[config.mk]
export PLATFORM = sky130hd
export DESIGN_NAME = mem_access_unit
export DESIGN_NICKNAME = d
export VERILOG_FILES = /design/src/rtl/mem_pkg.sv /design/src/rtl/store_buffer.sv /design/src/rtl/mem_access_unit.sv
export SDC_FILE = /design/constraint.sdc
export NUM_CORES = 1
export LEC_CHECK = 0
export CAP_MARGIN = 10
export CORE_UTILIZATION = 30
export DETAILED_ROUTE_END_ITERATION = 7
export PLACE_DENSITY = 0.62
export SYNTH_ARGS = -nofsm -noshare
export SYNTH_HDL_FRONTEND = slang
export SYNTH_SLANG_ARGS = --single-unit
export TNS_END_PERCENT = 20
[constraint.sdc]
create_clock -name i_clk -period 13.9 [get_ports i_clk]
set_input_delay 2.78 -clock i_clk [delete_from_list [all_inputs] [get_ports i_clk]]
set_output_delay 2.78 -clock i_clk [all_outputs]
set_load 0.01 [all_outputs]
[src/rtl/mem_pkg.sv]
// Shared encodings for the MEM-stage access unit: exception codes, access sizes, FSM states.
// Also holds the lane, store-replication and load-extension helpers.
package mem_pkg;

    localparam logic [4:0] EXC_NONE = 5'd0;
    localparam logic [4:0] EXC_ADEL = 5'd4;
    localparam logic [4:0] EXC_ADES = 5'd5;

    localparam logic [1:0] SZ_B = 2'd0;
    localparam logic [1:0] SZ_H = 2'd1;
    localparam logic [1:0] SZ_W = 2'd2;

    typedef enum logic [1:0] {
        ST_IDLE,
        ST_DRAIN,
        ST_RD_REQ,
        ST_RD_WAIT
    } state_t;

    function automatic logic [3:0] size_lanes(input logic [1:0] size, input logic [1:0] off);
        case (size)
            SZ_B:    size_lanes = 4'b0001 << off;
            SZ_H:    size_lanes = off[1] ? 4'b1100 : 4'b0011;
            default: size_lanes = 4'b1111;
        endcase
    endfunction

    function automatic logic [31:0] replicate_wdata(input logic [1:0] size, input logic [31:0] wd);
        case (size)
            SZ_B:    replicate_wdata = {4{wd[7:0]}};
            SZ_H:    replicate_wdata = {2{wd[15:0]}};
            default: replicate_wdata = wd;
        endcase
    endfunction

    function automatic logic [31:0] extend_load(input logic [1:0] size, input logic sign,
                                                input logic [1:0] off, input logic [31:0] word);
        logic [31:0] sh;
        sh = word >> {off, 3'b000};
        case (size)
            SZ_B:    extend_load = {{24{sign & sh[7]}}, sh[7:0]};
            SZ_H:    extend_load = {{16{sign & sh[15]}}, sh[15:0]};
            default: extend_load = sh;
        endcase
    endfunction

endpackage

[src/rtl/store_buffer.sv]
// In-order posted-store buffer with a parallel word-address match port (youngest entry wins).
// Latency: pushed entry visible at head the cycle after push; match is combinational.
// Backpressure: o_full blocks pushes; pops only take effect when non-empty.
module store_buffer #(
    parameter int ADDR_W = 32,
    parameter int DEPTH  = 2
) (
    input  logic              i_clk,
    input  logic              i_reset,
    input  logic              i_push,
    input  logic [ADDR_W-1:0] i_push_addr,
    input  logic [3:0]        i_push_byteen,
    input  logic [31:0]       i_push_wdata,
    input  logic              i_pop,
    output logic              o_full,
    output logic              o_empty,
    output logic [ADDR_W-1:0] o_head_addr,
    output logic [3:0]        o_head_byteen,
    output logic [31:0]       o_head_wdata,
    input  logic [ADDR_W-1:0] i_match_addr,
    output logic              o_match_hit,
    output logic [3:0]        o_match_byteen,
    output logic [31:0]       o_match_wdata
);

    localparam int IDX_W = (DEPTH > 1) ? $clog2(DEPTH) : 1;
    localparam int CNT_W = $clog2(DEPTH + 1);

    logic [ADDR_W-1:0] r_addr   [DEPTH];
    logic [3:0]        r_byteen [DEPTH];
    logic [31:0]       r_wdata  [DEPTH];
    logic [IDX_W-1:0]  r_wr_ptr;
    logic [IDX_W-1:0]  r_rd_ptr;
    logic [CNT_W-1:0]  r_count;
    logic              w_push;
    logic              w_pop;
    logic [IDX_W-1:0]  w_idx;

    function automatic logic [IDX_W-1:0] next_idx(input logic [IDX_W-1:0] idx);
        next_idx = (int'(idx) == DEPTH - 1) ? '0 : idx + IDX_W'(1);
    endfunction

    assign o_full        = (r_count == CNT_W'(DEPTH));
    assign o_empty       = (r_count == '0);
    assign w_push        = i_push && !o_full;
    assign w_pop         = i_pop && !o_empty;
    assign o_head_addr   = r_addr[r_rd_ptr];
    assign o_head_byteen = r_byteen[r_rd_ptr];
    assign o_head_wdata  = r_wdata[r_rd_ptr];

    always_ff @(posedge i_clk) begin
        if (i_reset) begin
            r_wr_ptr <= '0;
            r_rd_ptr <= '0;
            r_count  <= '0;
        end else begin
            if (w_push) r_wr_ptr <= next_idx(r_wr_ptr);
            if (w_pop)  r_rd_ptr <= next_idx(r_rd_ptr);
            case ({w_push, w_pop})
                2'b10:   r_count <= r_count + CNT_W'(1);
                2'b01:   r_count <= r_count - CNT_W'(1);
                default: r_count <= r_count;
            endcase
        end
    end

    always_ff @(posedge i_clk) begin
        if (w_push) begin
            r_addr[r_wr_ptr]   <= i_push_addr;
            r_byteen[r_wr_ptr] <= i_push_byteen;
            r_wdata[r_wr_ptr]  <= i_push_wdata;
        end
    end

    // Walk oldest to youngest so the last hit is the youngest store to that word.
    always_comb begin
        o_match_hit    = 1'b0;
        o_match_byteen = '0;
        o_match_wdata  = '0;
        w_idx          = '0;
        for (int k = 0; k < DEPTH; k++) begin
            w_idx = IDX_W'((int'(r_rd_ptr) + k) % DEPTH);
            if (k < int'(r_count) && r_addr[w_idx] == i_match_addr) begin
                o_match_hit    = 1'b1;
                o_match_byteen = r_byteen[w_idx];
                o_match_wdata  = r_wdata[w_idx];
            end
        end
    end

endmodule

[src/rtl/mem_access_unit.sv]
// MEM-stage access unit: region/alignment checks, posted stores via store_buffer, blocking loads.
// Latency: store/exception response 1 cycle after accept; loads after drain plus bus round trip.
// Backpressure: o_req_ready low outside IDLE or when the store buffer is full. SB_FWD_EN enables store-to-load forwarding.
module mem_access_unit
    import mem_pkg::*;
#(
    parameter int                            ADDR_W      = 32,
    parameter int                            NUM_REGIONS = 4,
    parameter int                            BUF_DEPTH   = 2,
    parameter logic [ADDR_W*NUM_REGIONS-1:0] REGION_BASE = {32'h7F20, 32'h7F10, 32'h7F00, 32'h0000},
    parameter logic [ADDR_W*NUM_REGIONS-1:0] REGION_RLIM = {32'h7F23, 32'h7F1B, 32'h7F0B, 32'h2FFF},
    parameter logic [ADDR_W*NUM_REGIONS-1:0] REGION_WLIM = {32'h7F23, 32'h7F17, 32'h7F07, 32'h2FFF},
    parameter logic [NUM_REGIONS-1:0]        REGION_SUBW = 4'b1001
) (
    input  logic              i_clk,
    input  logic              i_reset,
    input  logic              i_req_valid,
    output logic              o_req_ready,
    input  logic              i_req_we,
    input  logic [1:0]        i_req_size,
    input  logic              i_req_sign,
    input  logic [ADDR_W-1:0] i_req_addr,
    input  logic [31:0]       i_req_wdata,
    input  logic [4:0]        i_req_exc,
    input  logic              i_req_kill,
    output logic              o_resp_valid,
    output logic [31:0]       o_resp_rdata,
    output logic [4:0]        o_resp_exc,
    output logic              o_bus_valid,
    input  logic              i_bus_ready,
    output logic              o_bus_we,
    output logic [ADDR_W-1:0] o_bus_addr,
    output logic [3:0]        o_bus_byteen,
    output logic [31:0]       o_bus_wdata,
    input  logic              i_bus_rvalid,
    input  logic [31:0]       i_bus_rdata
);

    state_t            r_state;
    logic [ADDR_W-1:0] r_ld_addr;
    logic [1:0]        r_ld_size;
    logic              r_ld_sign;
    logic              r_resp_valid;
    logic [31:0]       r_resp_rdata;
    logic [4:0]        r_resp_exc;

    logic              w_fire, w_push, w_pop, w_bad, w_misalign, w_fwd;
    logic              w_hit, w_subw;
    logic [ADDR_W-1:0] w_wlim, w_word_addr;
    logic [3:0]        w_lanes;
    logic              w_sb_full, w_sb_empty, w_match_hit;
    logic [ADDR_W-1:0] w_head_addr;
    logic [3:0]        w_head_byteen, w_match_byteen;
    logic [31:0]       w_head_wdata, w_match_wdata;

    assign o_req_ready  = (r_state == ST_IDLE) && !w_sb_full;
    assign w_fire       = i_req_valid && o_req_ready && !i_req_kill;
    assign w_lanes      = size_lanes(i_req_size, i_req_addr[1:0]);
    assign w_word_addr  = {i_req_addr[ADDR_W-1:2], 2'b00};
    assign o_resp_valid = r_resp_valid;
    assign o_resp_rdata = r_resp_rdata;
    assign o_resp_exc   = r_resp_exc;

    // Lowest-index region whose readable window contains the address.
    always_comb begin
        w_hit  = 1'b0;
        w_subw = 1'b0;
        w_wlim = '0;
        for (int i = 0; i < NUM_REGIONS; i++) begin
            if (!w_hit && i_req_addr >= REGION_BASE[i*ADDR_W +: ADDR_W]
                       && i_req_addr <= REGION_RLIM[i*ADDR_W +: ADDR_W]) begin
                w_hit  = 1'b1;
                w_subw = REGION_SUBW[i];
                w_wlim = REGION_WLIM[i*ADDR_W +: ADDR_W];
            end
        end
    end

    assign w_misalign = (i_req_size == SZ_H) ? i_req_addr[0]
                      : (i_req_size == SZ_B) ? 1'b0
                      : (i_req_addr[1:0] != 2'b00);
    assign w_bad = w_misalign || !w_hit || (i_req_we && i_req_addr > w_wlim)
                || ((i_req_size == SZ_B || i_req_size == SZ_H) && !w_subw);
    assign w_push = w_fire && i_req_we && (i_req_exc == EXC_NONE) && !w_bad;

`ifdef SB_FWD_EN
    assign w_fwd = w_match_hit && ((w_match_byteen & w_lanes) == w_lanes);
`else
    logic w_unused_fwd;
    assign w_fwd        = 1'b0;
    assign w_unused_fwd = ^{w_match_hit, w_match_byteen, w_match_wdata};
`endif

    store_buffer #(
        .ADDR_W (ADDR_W),
        .DEPTH  (BUF_DEPTH)
    ) u_sb (
        .i_clk          (i_clk),
        .i_reset        (i_reset),
        .i_push         (w_push),
        .i_push_addr    (w_word_addr),
        .i_push_byteen  (w_lanes),
        .i_push_wdata   (replicate_wdata(i_req_size, i_req_wdata)),
        .i_pop          (w_pop),
        .o_full         (w_sb_full),
        .o_empty        (w_sb_empty),
        .o_head_addr    (w_head_addr),
        .o_head_byteen  (w_head_byteen),
        .o_head_wdata   (w_head_wdata),
        .i_match_addr   (w_word_addr),
        .o_match_hit    (w_match_hit),
        .o_match_byteen (w_match_byteen),
        .o_match_wdata  (w_match_wdata)
    );

    // The read command owns the bus in RD_REQ; otherwise the buffer head drains.
    always_comb begin
        o_bus_valid  = 1'b0;
        o_bus_we     = 1'b0;
        o_bus_addr   = '0;
        o_bus_byteen = '0;
        o_bus_wdata  = '0;
        w_pop        = 1'b0;
        if (r_state == ST_RD_REQ) begin
            o_bus_valid = 1'b1;
            o_bus_addr  = {r_ld_addr[ADDR_W-1:2], 2'b00};
        end else if ((r_state == ST_IDLE || r_state == ST_DRAIN) && !w_sb_empty) begin
            o_bus_valid  = 1'b1;
            o_bus_we     = 1'b1;
            o_bus_addr   = w_head_addr;
            o_bus_byteen = w_head_byteen;
            o_bus_wdata  = w_head_wdata;
            w_pop        = i_bus_ready;
        end
    end

    always_ff @(posedge i_clk) begin
        if (i_reset) begin
            r_state      <= ST_IDLE;
            r_ld_addr    <= '0;
            r_ld_size    <= SZ_B;
            r_ld_sign    <= 1'b0;
            r_resp_valid <= 1'b0;
            r_resp_rdata <= '0;
            r_resp_exc   <= EXC_NONE;
        end else begin
            r_resp_valid <= 1'b0;
            case (r_state)
                ST_IDLE: begin
                    if (w_fire) begin
                        r_resp_rdata <= '0;
                        r_resp_exc   <= EXC_NONE;
                        if (i_req_exc != EXC_NONE) begin
                            r_resp_valid <= 1'b1;
                            r_resp_exc   <= i_req_exc;
                        end else if (w_bad) begin
                            r_resp_valid <= 1'b1;
                            r_resp_exc   <= i_req_we ? EXC_ADES : EXC_ADEL;
                        end else if (i_req_we) begin
                            r_resp_valid <= 1'b1;
                        end else if (w_fwd) begin
                            r_resp_valid <= 1'b1;
                            r_resp_rdata <= extend_load(i_req_size, i_req_sign, i_req_addr[1:0], w_match_wdata);
                        end else begin
                            r_ld_addr <= i_req_addr;
                            r_ld_size <= i_req_size;
                            r_ld_sign <= i_req_sign;
                            r_state   <= w_sb_empty ? ST_RD_REQ : ST_DRAIN;
                        end
                    end
                end
                ST_DRAIN:   if (w_sb_empty) r_state <= ST_RD_REQ;
                ST_RD_REQ:  if (i_bus_ready) r_state <= ST_RD_WAIT;
                ST_RD_WAIT: begin
                    if (i_bus_rvalid) begin
                        r_resp_valid <= 1'b1;
                        r_resp_exc   <= EXC_NONE;
                        r_resp_rdata <= extend_load(r_ld_size, r_ld_sign, r_ld_addr[1:0], i_bus_rdata);
                        r_state      <= ST_IDLE;
                    end
                end
                default:    r_state <= ST_IDLE;
            endcase
        end
    end

endmodule

==> results <==
- The clock slew seen by the registers of the worst setup and hold paths is about 0.06 ns.
- The worst hold path begins at o_resp_exc[4].
- The part of the power in registers is 50.2%.
- Summing every instance area after synthesis gives slightly below 10,000 um^2.
- Measured against the total synthesized area, the mux share comes to between 10% and 20%.
- Data on the critical path is required at its endpoint by roughly 14 ns.
- The analysis attributes to net switching a power of about 0.00029 W.
- Once detailed placement completed, the half-perimeter wirelength came to 18.3 mm.
- The worst-path maximum fanout is 66.
- Setup repair after global routing left no endpoint under its margin.
- CTS placed an instance of sky130_fd_sc_hd__clkbuf_16 at the clock tree root.
- Internal power comes to 0.00104 W.
- The final antenna-violating net count is 0.
- The setup TNS is 0 ns.
- The wire length of the first global-routing pass is 41.7 mm.
- The number of distinct library cells after synthesis is 60.
- The critical path goes through clkdlybuf4s50_1, nor4_1, and4_1, nand2_1, ha_1, a21oi_1, o21ai_0, a2111oi_0, a221o_1, a221oi_1, o311a_1, nor2_1, and2_2, buf_4.
- After layout, the minimum clock period comes to ~7.5 ns.
- The top cell type by total area after synthesis is sky130_fd_sc_hd__edfxtp_1.
- Dividing the detail-routed via count by the number of cells gives 4.94.
- The fill cell instance count of the final layout is 3,031.
- The max-capacitance violation count is 0.
- The number of setup violations in the final report is 0.
- The number of nets at the end of the flow is around 1.2k.
- The number of antenna violations at the first check in global routing came to 0.
- After the first detailed-routing iteration, the DRC count stood at just under 400.
- After detailed routing, the number of remaining DRC violations is 0.
- At the pin with the least slew margin, the transition time is 1.11 ns.
- The share of total power dissipated in the clock network is roughly 44%.
- The width of the die is 182 um.
- Summed over all cells, the static leakage comes to approximately 4.2 nW.
- The start point of the critical path is i_req_addr[31].
- The synthesized netlist devotes 12.1% of its cell area to simple gates.
- The per-cell routed wire length is 18.2 um.
- The repair_antennas step left the layout with diodes totalling 0.
- A synthesized cell averages around 11 um^2.
- The deepest level of the CTS H-tree is 1.
- The power density of the placed cells is 103 nW/um^2.
- The dominant register cell in the synthesized netlist is sky130_fd_sc_hd__edfxtp_1.
- For the worst setup path, the data arrival time is 7.62 ns.
- The total routing resource utilization after global routing is 15.9%.
- STA classifies the critical path endpoint as a register.
- The sequential fraction of the synthesis area is between 50% and 60%.
- The number of storage elements in the synthesis netlist is 212.
- The number of global-route vias before repair is just over 7k.
- After synthesis, the largest family of logic cells by area is multiplexers.
- The first detailed-routing pass took 5 iterations.
- The die area is 33,200 um^2.
- On the critical path, the stage with the largest delay is an instance of sky130_fd_sc_hd__buf_4.
- In the post-synthesis netlist, the cell with the most instances is sky130_fd_sc_hd__edfxtp_1.
- The worst voltage drop across the vdd grid is 0.0000742 V.
- The proportion of layout cells with a drive suffix above 1 is 7.68%.
- Once placement completed, the tool counted placed cells totaling roughly 1.4k.
- The overall routed net length is 27.0 mm.
- The number of cell rows is between 60 and 70.
- The arithmetic-cell share of the synthesized area counting full adders, half adders and majority gates is 2.19%.
- The final-report hold violation count is 0.
- For this configuration, the core starts out at a cell density of 30.7%.
- Ranked by instance count, the synthesized netlist is headed by 132 x sky130_fd_sc_hd__edfxtp_1, 111 x sky130_fd_sc_hd__nor2_1, 110 x sky130_fd_sc_hd__mux2i_1.
- Net switching is 22.0% of the power.
- The total vias in the final route is 7,324.
- For this run, the number of standard cells in the final layout without fillers is 1,483.
- The number of instances in the synthesized netlist is 865.
- The vertical extent of the die is 182 um.
- The fraction of synthesized cell area taken by the top area cell type is 40.7%.
- In the post-synthesis netlist, the biggest area contributors are sky130_fd_sc_hd__edfxtp_1 41%, sky130_fd_sc_hd__dfxtp_1 16%, sky130_fd_sc_hd__mux2i_1 11%, sky130_fd_sc_hd__nor2_1 4.3%, sky130_fd_sc_hd__nand2_1 3.2%.
- The pin count of the biggest net entering global routing is 67.
- In this run the tightest slew margin relative to its limit is 25.6%.
- Summing the areas of all compound-gate instances in the mapped netlist gives 11.0% of the synthesized area.
- The clock passes through at most 3 buffers.
- For the final database, setup skew stands at 0.0213 ns.
- The class of the tightest hold or removal check is register to register.
- Routability-driven placement finished with a final weighted congestion of approximately 0.8.
- The kind of start point of the critical path is an input pin.
- The flow ran to the end, and the final reports show no timing, DRC or antenna violations.
- The number of hold buffers added after CTS is 0.
- TritonCTS built the clock tree.
- The final clock period utilization by the worst path is between 50% and 60%.
- The XOR/XNOR share of the synthesized area is less than 1%.
- The floorplan step defined a core boundary enclosing 31,700 um^2.
- The combinational share of power is 6.1%.
- The minimum setup slack among reg-to-reg paths is 10.55 ns.
- Buffers inserted during clock tree synthesis total 25.
- The layout overhead on the synthesized area is 33.4%.
- The max-slew violation count is 0.
- Yosys mapped a number of flops with a built-in enable equal to about 130.
- In this run the critical register-to-register path is launched from r_state[0].
- The share of synthesized flip-flops with an asynchronous set or reset is 0%.
- Summed over all layers, the global routing overflow is 0.
- The number of gates resized after CTS is 0.
- The count of pins on the block boundary is 220.
- The clock drives 212 sinks.
- Yosys printed 0 warnings.
- The critical setup path kind is input pin to register.
- The highest attainable clock frequency is 0.134 GHz.
- The number of port buffers is 217.
- The peak per-stage delay on the critical path is 0.67 ns.
- The total power consumption of the routed design is about 0.0013 W.
- The clock reaches the later pin of the worst-skew pair after 0.53 ns.
- The number of buffers inserted to repair setup after CTS is 0.
[metrics by stage]
step / cell area, um^2 / hold WS [ns] / util, % / setup slack [ns]
5_1_grt: 13000 / 0.472 / 40.9 / 6.19
2_1_floorplan: 9730 / 0.430 / - / 3.29
6_report: 13000 / 0.451 / 40.9 / 6.43
3_3_place_gp: 12300 / 0.443 / 38.7 / 6.12
4_1_cts: 13000 / 0.457 / 40.9 / 6.50
3_5_place_dp: 12300 / 0.444 / 38.7 / 5.94
[registers in the layout, indices dropped and copies added, names as in the netlist, named ones only]
name,flops
o_resp_exc,5
o_resp_rdata,32
o_resp_valid,1
r_ld_addr,32
r_ld_sign,1
r_ld_size,2
r_state,2
u_sb.r_addr,60
u_sb.r_byteen,8
u_sb.r_count,2
u_sb.r_rd_ptr,1
u_sb.r_wdata,64
u_sb.r_wr_ptr,1
[routing by layer]
metal	part of all wire [%]	GRT usage, %
met1	45	21.2
met2	46	26.4
met5	0	0
met3	6.6	3.23
met4	1.7	3.73
[power by group through the flow]
stage	Clock, W	Sequential, W	Combinational [W]
floorplan	0	0.000684	0.0000295
global placement	0	0.000683	0.0000804
detailed placement	0	0.000683	0.0000815
CTS	0.000599	0.000670	0.0000820
global route	0.000623	0.000669	0.0000883
finish	0.000583	0.000670	0.0000815
[final timing paths]
check                                           end  cells past startpoint
worst max register to register     o_resp_rdata[18]                      9
worst min-delay path                  o_resp_exc[4]                      2
worst max-delay path            u_sb.r_wdata[1][24]                     14
worst min register to register        o_resp_exc[4]                      2
[logic make-up after synthesis]
group	count (synthesis)
flops	212
buf+inv	75
fa+ha+maj	17
mux	133
simple gates	260
compound gates	164
other cells	1
xor+xnor	3
[placed cells by master (no fill, tap or decap), types with 6 or more instances in the layout]
cell type / count
sky130_fd_sc_hd__a21oi_1: 36
sky130_fd_sc_hd__a22oi_1: 24
sky130_fd_sc_hd__and2_1: 17
sky130_fd_sc_hd__buf_4: 14
sky130_fd_sc_hd__clkbuf_1: 6
sky130_fd_sc_hd__clkbuf_16: 25
sky130_fd_sc_hd__clkdlybuf4s50_1: 216
sky130_fd_sc_hd__clkinv_1: 7
sky130_fd_sc_hd__dfxtp_1: 79
sky130_fd_sc_hd__edfxtp_1: 132
sky130_fd_sc_hd__ha_1: 16
sky130_fd_sc_hd__inv_1: 13
sky130_fd_sc_hd__mux2_2: 23
sky130_fd_sc_hd__mux2i_1: 110
sky130_fd_sc_hd__nand2_1: 84
sky130_fd_sc_hd__nor2_1: 111
sky130_fd_sc_hd__nor4_1: 7
sky130_fd_sc_hd__o2111ai_1: 8
sky130_fd_sc_hd__o21ai_0: 39
sky130_fd_sc_hd__o21bai_1: 6
sky130_fd_sc_hd__o31ai_1: 30
[area by class of cell]
class	instances	area (um^2)	area share (%)
clock inverters	14	70.1	0.540
flip-flops and latches	212	5570	42.9
clock buffers	31	648	4.99
well taps	402	503	3.87
repair buffers	231	2270	17.5
multi-input cells	579	3870	29.8
inverters	14	52.6	0.405
[critical path, delay by kind of cell]
| kind | cells | cell delay, ns |
|---|---|---|
| compound gates | 6 | 1.65 |
| simple gates | 5 | 1.57 |
| buf+inv | 2 | 1.11 |
| fa+ha+maj | 1 | 0.36 |
No activity file was read; power rests on OpenSTA's default activity.
